`config.mk`:
```
export PLATFORM = sky130hd
export DESIGN_NAME = mux_2x1_for_16bit_flat
export DESIGN_NICKNAME = d
export VERILOG_FILES = /design/src/rtl/mux_2x1_for_16bit_if.sv /design/src/rtl/mux_2x1_for_16bit.sv /design/src/flat_wrapper.sv
export SDC_FILE = /design/constraint.sdc
export NUM_CORES = 1
export LEC_CHECK = 0
export CAP_MARGIN = 40
export CELL_PAD_IN_SITES_DETAIL_PLACEMENT = 1
export CELL_PAD_IN_SITES_GLOBAL_PLACEMENT = 1
export CORE_UTILIZATION = 18
export DETAILED_ROUTE_END_ITERATION = 7
export GPL_TIMING_DRIVEN = 0
export PLACE_DENSITY_LB_ADDON = 0.1
export SETUP_SLACK_MARGIN = 0.15
export SLEW_MARGIN = 20
export SYNTH_ARGS = -nofsm -noshare
export SYNTH_HDL_FRONTEND = slang
export SYNTH_SLANG_ARGS = --single-unit
export TNS_END_PERCENT = 50
```
`constraint.sdc`:
```
create_clock -name clk -period 0.8 [get_ports clk]
set_input_delay 0.16 -clock clk [delete_from_list [all_inputs] [get_ports clk]]
set_output_delay 0.16 -clock clk [all_outputs]
set_load 0.02 [all_outputs]
```
`src/rtl/mux_2x1_for_16bit_if.sv`:
```
// Operand/select bundle for the registered 16-bit 2:1 multiplexer.
//   in0  - operand presented when sel=0 (narrow sources zero-extended)
//   in1  - operand presented when sel=1 (narrow sources zero-extended)
//   sel  - select: 0 -> in0, 1 -> in1
//   out  - registered selected operand
// master drives operands/select and observes out; slave is the mux itself.
interface mux_2x1_for_16bit_if #(
   parameter int WIDTH = 16
);
   logic [WIDTH-1:0] in0;
   logic [WIDTH-1:0] in1;
   logic             sel;
   logic [WIDTH-1:0] out;

   modport master (
      output in0,
      output in1,
      output sel,
      input  out
   );

   modport slave (
      input  in0,
      input  in1,
      input  sel,
      output out
   );
endinterface

```
`src/rtl/mux_2x1_for_16bit.sv`:
```
// Registered 16-bit 2-to-1 multiplexer for the MIPS datapath.
// Ports:
//   clk   - system clock, all state updates on the rising edge
//   reset - synchronous, active-high; clears out to zero, wins over capture
//   bus   - slave side of mux_2x1_for_16bit_if (in0, in1, sel in; out out)
// The selected operand appears on out one cycle after it is sampled.
module mux_2x1_for_16bit #(
   parameter int WIDTH = 16
) (
   input  logic                clk,
   input  logic                reset,
   mux_2x1_for_16bit_if.slave  bus
);

   logic             sel_n;
   logic [WIDTH-1:0] out_d;
   logic [WIDTH-1:0] out_q;

   // One inverted select net shared by every bit cell.
   assign sel_n = ~bus.sel;

   // WIDTH identical NOT/AND/OR select cells.
   for (genvar i = 0; i < WIDTH; i++) begin : g_cell
      assign out_d[i] = (bus.in0[i] & sel_n) | (bus.in1[i] & bus.sel);
   end

   always_ff @(posedge clk) begin
      if (reset) begin
         out_q <= '0;
      end else begin
         out_q <= out_d;
      end
   end

   assign bus.out = out_q;

endmodule

```
`src/flat_wrapper.sv`:
```
// flat-port wrapper written by rule: the top's interface ports become plain ports
module mux_2x1_for_16bit_flat 
#(
   parameter int WIDTH = 16
)
  (clk, reset, bus_in0, bus_in1, bus_sel, bus_out);
  mux_2x1_for_16bit_if #(.WIDTH(WIDTH)) bus_i ();
  input  logic clk;
  input  logic reset;
  input wire logic [$bits(bus_i.in0)-1:0] bus_in0;
  input wire logic [$bits(bus_i.in1)-1:0] bus_in1;
  input wire logic [$bits(bus_i.sel)-1:0] bus_sel;
  output wire logic [$bits(bus_i.out)-1:0] bus_out;
  assign bus_i.in0 = bus_in0;
  assign bus_i.in1 = bus_in1;
  assign bus_i.sel = bus_sel;
  assign bus_out = bus_i.out;
  mux_2x1_for_16bit #(.WIDTH(WIDTH)) u_core (.clk(clk), .reset(reset), .bus(bus_i));
endmodule
```
==> flow_summary.toml, run 1 <==
[cts]
cts.sinks = 16
clk_pin_slew_ns = 0.09
cts_tree = "done"
cts.htree.levels = 1
cts-root-buf = "clkbuf_4"
postCtsSetupBuffers = 0
ctsHoldBuffers = 0
cts_buffers = 3
cts_buffer_depth = 2
cts_resized = 112

[floorplanning]
die_area_um2 = 3460
io-pin-count = 51
core.rowCount = 20
initial_core_util_pct = 19.0
core_um2 = 3050
dieHeight_um = 58.8
dieWidth_um = 58.8

[critical_path]
startpoint_type = "register"
required_ns = 0.64
max_stage_delay_ns = 0.33
crit_fanout = 1
cp_slowest_cell = "dfxtp_2"
crit_type = "reg2out"
startpoint = "u_core.bus.out[3]"
crit_path_end_kind = "primary output"
crit_buf_inv = 1
crit_arrival_ns = 0.73
crit_family = "flip-flops"
crit_path_cell_trace = "buf_6"

[placement]
gp_congestion = 0.570
hpwl_um = 1180
port_buffers = 48

[global_routing]
grt_pass1_vias = 575
overflow = 0
grt_usage_pct = 9.66
grt_pass1_wl_um = 2440
gr-usage-met3_pct = 3.30
grt-busiest-layer = "met2"
gr-usage-met1_pct = 10.5
antenna_found_initial = 0
met2_usage_pct = 16.6
grt_max_degree = 11

[timing]
setup_slack_ns = -0.0899
slew-limit-headroom_pct = 79.7
rsz0062_at_grt = "true"
fin_crit_sh_pct = 111
hold_violations = 0
max_freq_ghz = 1.12
slew_viol_final = 0
tns_ns = -1.37
period_needed_ns = 0.890
finalSetupViolCount = 16
worstMarginPinSlew_ns = 0.305

[power]
peakVddDrop_mv = 0.553
fin_total_pwr_mw = 1.88
powerDensity_nw_per_um2 = 1560
p_leak_nw = 0.532

[synthesis]
synth_top_area_share_pct = 55.2
synth-seq-cells = 16
synth_cells = 52
avgSynthCellArea_um2 = 11.2
synthTopCellsByArea = "dfxtp_1 (55%), mux2i_1 (28%), nor2_1 (10%)"
syn_area_um2 = 581
ys_seq_area_share_pct = 55.2
ys_warn_count = 0
syn_nets = 87
ys_types = 7
synth_top_area_cell = "dfxtp_1"

[detailed_routing]
vias = 555
drt-total-wl_um = 1520
ant_nets = 0
routedWlPerCell_um = 10.2
drt_iter0_drc = 7
route.detailed.drc = 0
viasPerCell = 3.75
firstDrtPassIters = 2

[cells_and_area]
most-common-layout-cells = "clkdlybuf4s50_1 (32), mux2i_1 (16), nor2_1 (16), buf_6 (16), dfxtp_2 (16)"
final_common_cell = "clkdlybuf4s50_1"
area_growth_pct = 107
nNetsFinal = 140
largest_register_ff_count = 16
num_antenna_cells = 0
drive_gt1_share_pct = 37.5
fin_util_pct = 39.4

[hold_path]
hp-class = "in2reg"
min_from = "bus_sel"

[status]
status = "finished, violations left"
violations = "negative setup slack"

[job]
drv_cap = 0
stage by stage:
stage | hold WS (ns) | setup WS (ns) | cell area, µm² | cells
after floorplan | 0.304 | 0.0870 | 592 | 52
after global placement | 0.447 | -0.253 | 1130 | 144
after detailed placement | 0.453 | -0.258 | 1130 | 144
after CTS | 0.148 | -0.107 | 1200 | 148
after global routing | 0.153 | -0.138 | 1200 | 148
final | 0.159 | -0.0899 | 1200 | 148
metal layers:
metal  routed length [µm]  vias up
met5                    0        -
met4                   23        0
met3                  158        2
met2                  749       27
met1                  584      255
li1                     -      271
final timing paths:
path	end	slack, ns	cells after the start
max	bus_out[3]	-0.09	1
min	u_core.bus.out[1]	0.16	3
power breakdown:
part           internal [mW]  switching, mW
Combinational          0.303          0.167
Sequential             0.860         0.0235
Clock                  0.277          0.251
Total                   1.44          0.442
layout make-up:
| type | instances | area [µm²] |
|---|---|---|
| repair buffers | 48 | 500 |
| clock buffers | 4 | 36.3 |
| well taps | 44 | 55.1 |
| fillers | 364 | 1850 |
| plain buffers | 4 | 51.3 |
| flip-flops and latches | 16 | 340 |
| multi-input cells | 32 | 220 |
cells by family after synthesis:
family | synth area share [%]
multiplexers | 27.6
buffers and inverters | 6.90
AND/OR/NAND/NOR | 10.3
flip-flops | 55.2
cell usage after synthesis:
cell type  number
buf_2           1
nor2_1         16
buf_1           1
buf_12          1
mux2i_1        16
dfxtp_1        16
buf_6           1
Note: power is estimated with default switching activity, not from simulation.
==> run 2, diff against run 1 <==
- CORE_MARGIN: default -> 4
==> run 2 against run 1 <==
  * The run still ends with negative setup slack left
  * Sequential power barely moved
  * Maximum frequency is 2.1% lower
  * Count of clock-buffer cells in the layout unchanged
  * Total power is 0.98% higher
  * Final cell count unchanged
  * Final area unchanged
  * Critical path depth unchanged
  * Clock power grew 3%
  * First-iteration DRC count decreased by 71%
  * Utilization is 0.32 points lower
  * Sequential cell count unchanged
  * Wire length up 6.4%
  * Highest routed layer unchanged
==> flow_summary.toml, run 2 (synthesis gave the netlist of run 1 again) <==
[detailed_routing]
vias = 547
routedWlPerCell_um = 10.9
firstDrtPassIters = 2
drt-total-wl_um = 1610
route.detailed.drc = 0
ant_nets = 0
drt_iter0_drc = 2
viasPerCell = 3.70

[global_routing]
antenna_found_initial = 0
grt_pass1_vias = 608
overflow = 0
grt_pass1_wl_um = 2730
grt_usage_pct = 8.55
grt_max_degree = 11

[floorplanning]
core_um2 = 3080
core.rowCount = 20
dieHeight_um = 64.8
die_area_um2 = 4200
io-pin-count = 51
dieWidth_um = 64.8
initial_core_util_pct = 18.9

[cts]
clk_pin_slew_ns = 0.11
cts.htree.levels = 1
cts.sinks = 16
postCtsSetupBuffers = 0
cts_buffer_depth = 2
cts_tree = "done"
cts_buffers = 3
cts-root-buf = "clkbuf_4"

[cells_and_area]
area_growth_pct = 107
stdcell_count = 148
fillCellCount = 358
fin_util_pct = 39.1
drive_gt1_share_pct = 37.5
nNetsFinal = 140
multiInputGateArea_um2 = 220
largest_register_ff_count = 16
most-common-layout-cells = "clkdlybuf4s50_1 (32), mux2i_1 (16), nor2_1 (16), buf_6 (16), dfxtp_2 (16)"
final_common_cell = "clkdlybuf4s50_1"
num_antenna_cells = 0
seq_area_um2 = 340

[critical_path]
startpoint_type = "register"
crit_path_end_kind = "primary output"
cp_slowest_cell = "dfxtp_2"
crit_type = "reg2out"
crit_path_cell_trace = "buf_6"
required_ns = 0.64
crit_buf_inv = 1
max_stage_delay_ns = 0.34
crit_fanout = 1
crit_family = "flip-flops"
crit_arrival_ns = 0.75

[status]
violations = "negative setup slack"
status = "finished, violations left"

[timing]
slew-limit-headroom_pct = 78.6
tns_ns = -1.50
hold_violations = 0
fin_crit_sh_pct = 114
period_needed_ns = 0.909
rsz0062_at_grt = "true"
worstMarginPinSlew_ns = 0.322
finalSetupViolCount = 16
slew_viol_final = 0
setup_slack_ns = -0.109
hold_slack_ns = 0.148
max_freq_ghz = 1.10

[hold_path]
hp-class = "in2reg"

[placement]
place_inst = 144
gp_congestion = 0.575
pre_cts_ws_ns = -0.258
port_buffers = 48
hpwl_um = 1280

[power]
peakVddDrop_mv = 0.526
p_leak_nw = 0.532
powerDensity_nw_per_um2 = 1580

[job]
drv_cap = 0
==> run 2: cell counts in the layout (fill, tap and decap cells not counted) <==
No cell type changed its count.
==> run 2: power breakdown <==
group	leakage (nW)	internal [mW]	total (mW)	switching [mW]
Sequential	0.138	0.860	0.884	0.0232
Combinational	0.373	0.303	0.470	0.167
Clock	0.0210	0.277	0.546	0.270
Total	0.532	1.44	1.90	0.460
==> run 2: routing by layer <==
metal	wire length (µm)	GRT usage [%]
met3	192	3.64
met4	21	5.54
met1	605	9.06
met5	0	0
met2	794	13.8
==> run 2: cell type report <==
| class | count | share of cell area [%] |
|---|---|---|
| repair buffers | 48 | 41.6 |
| clock buffers | 4 | 3.01 |
| flip-flops and latches | 16 | 28.3 |
| plain buffers | 4 | 4.26 |
| well taps | 44 | 4.57 |
| multi-input cells | 32 | 18.3 |
==> run 2: worst paths after layout <==
check | from | end | depth (start not counted)
min | bus_sel | u_core.bus.out[3] | 3
max | u_core.bus.out[3] | bus_out[3] | 1
==> run 2: repair_timing <==
action	in CTS	in global routing
endpoints found under the setup margin	16	16
gates resized for setup	112	0
pin swaps	0	0
hold buffers	0	0
==> run 2: through the flow <==
stage | cell area (µm²) | power [mW]
floorplan | 592 | 1.07
global placement | 1130 | 1.34
detailed placement | 1130 | 1.35
CTS | 1200 | 1.94
global route | 1200 | 2.00
finish | 1200 | 1.90
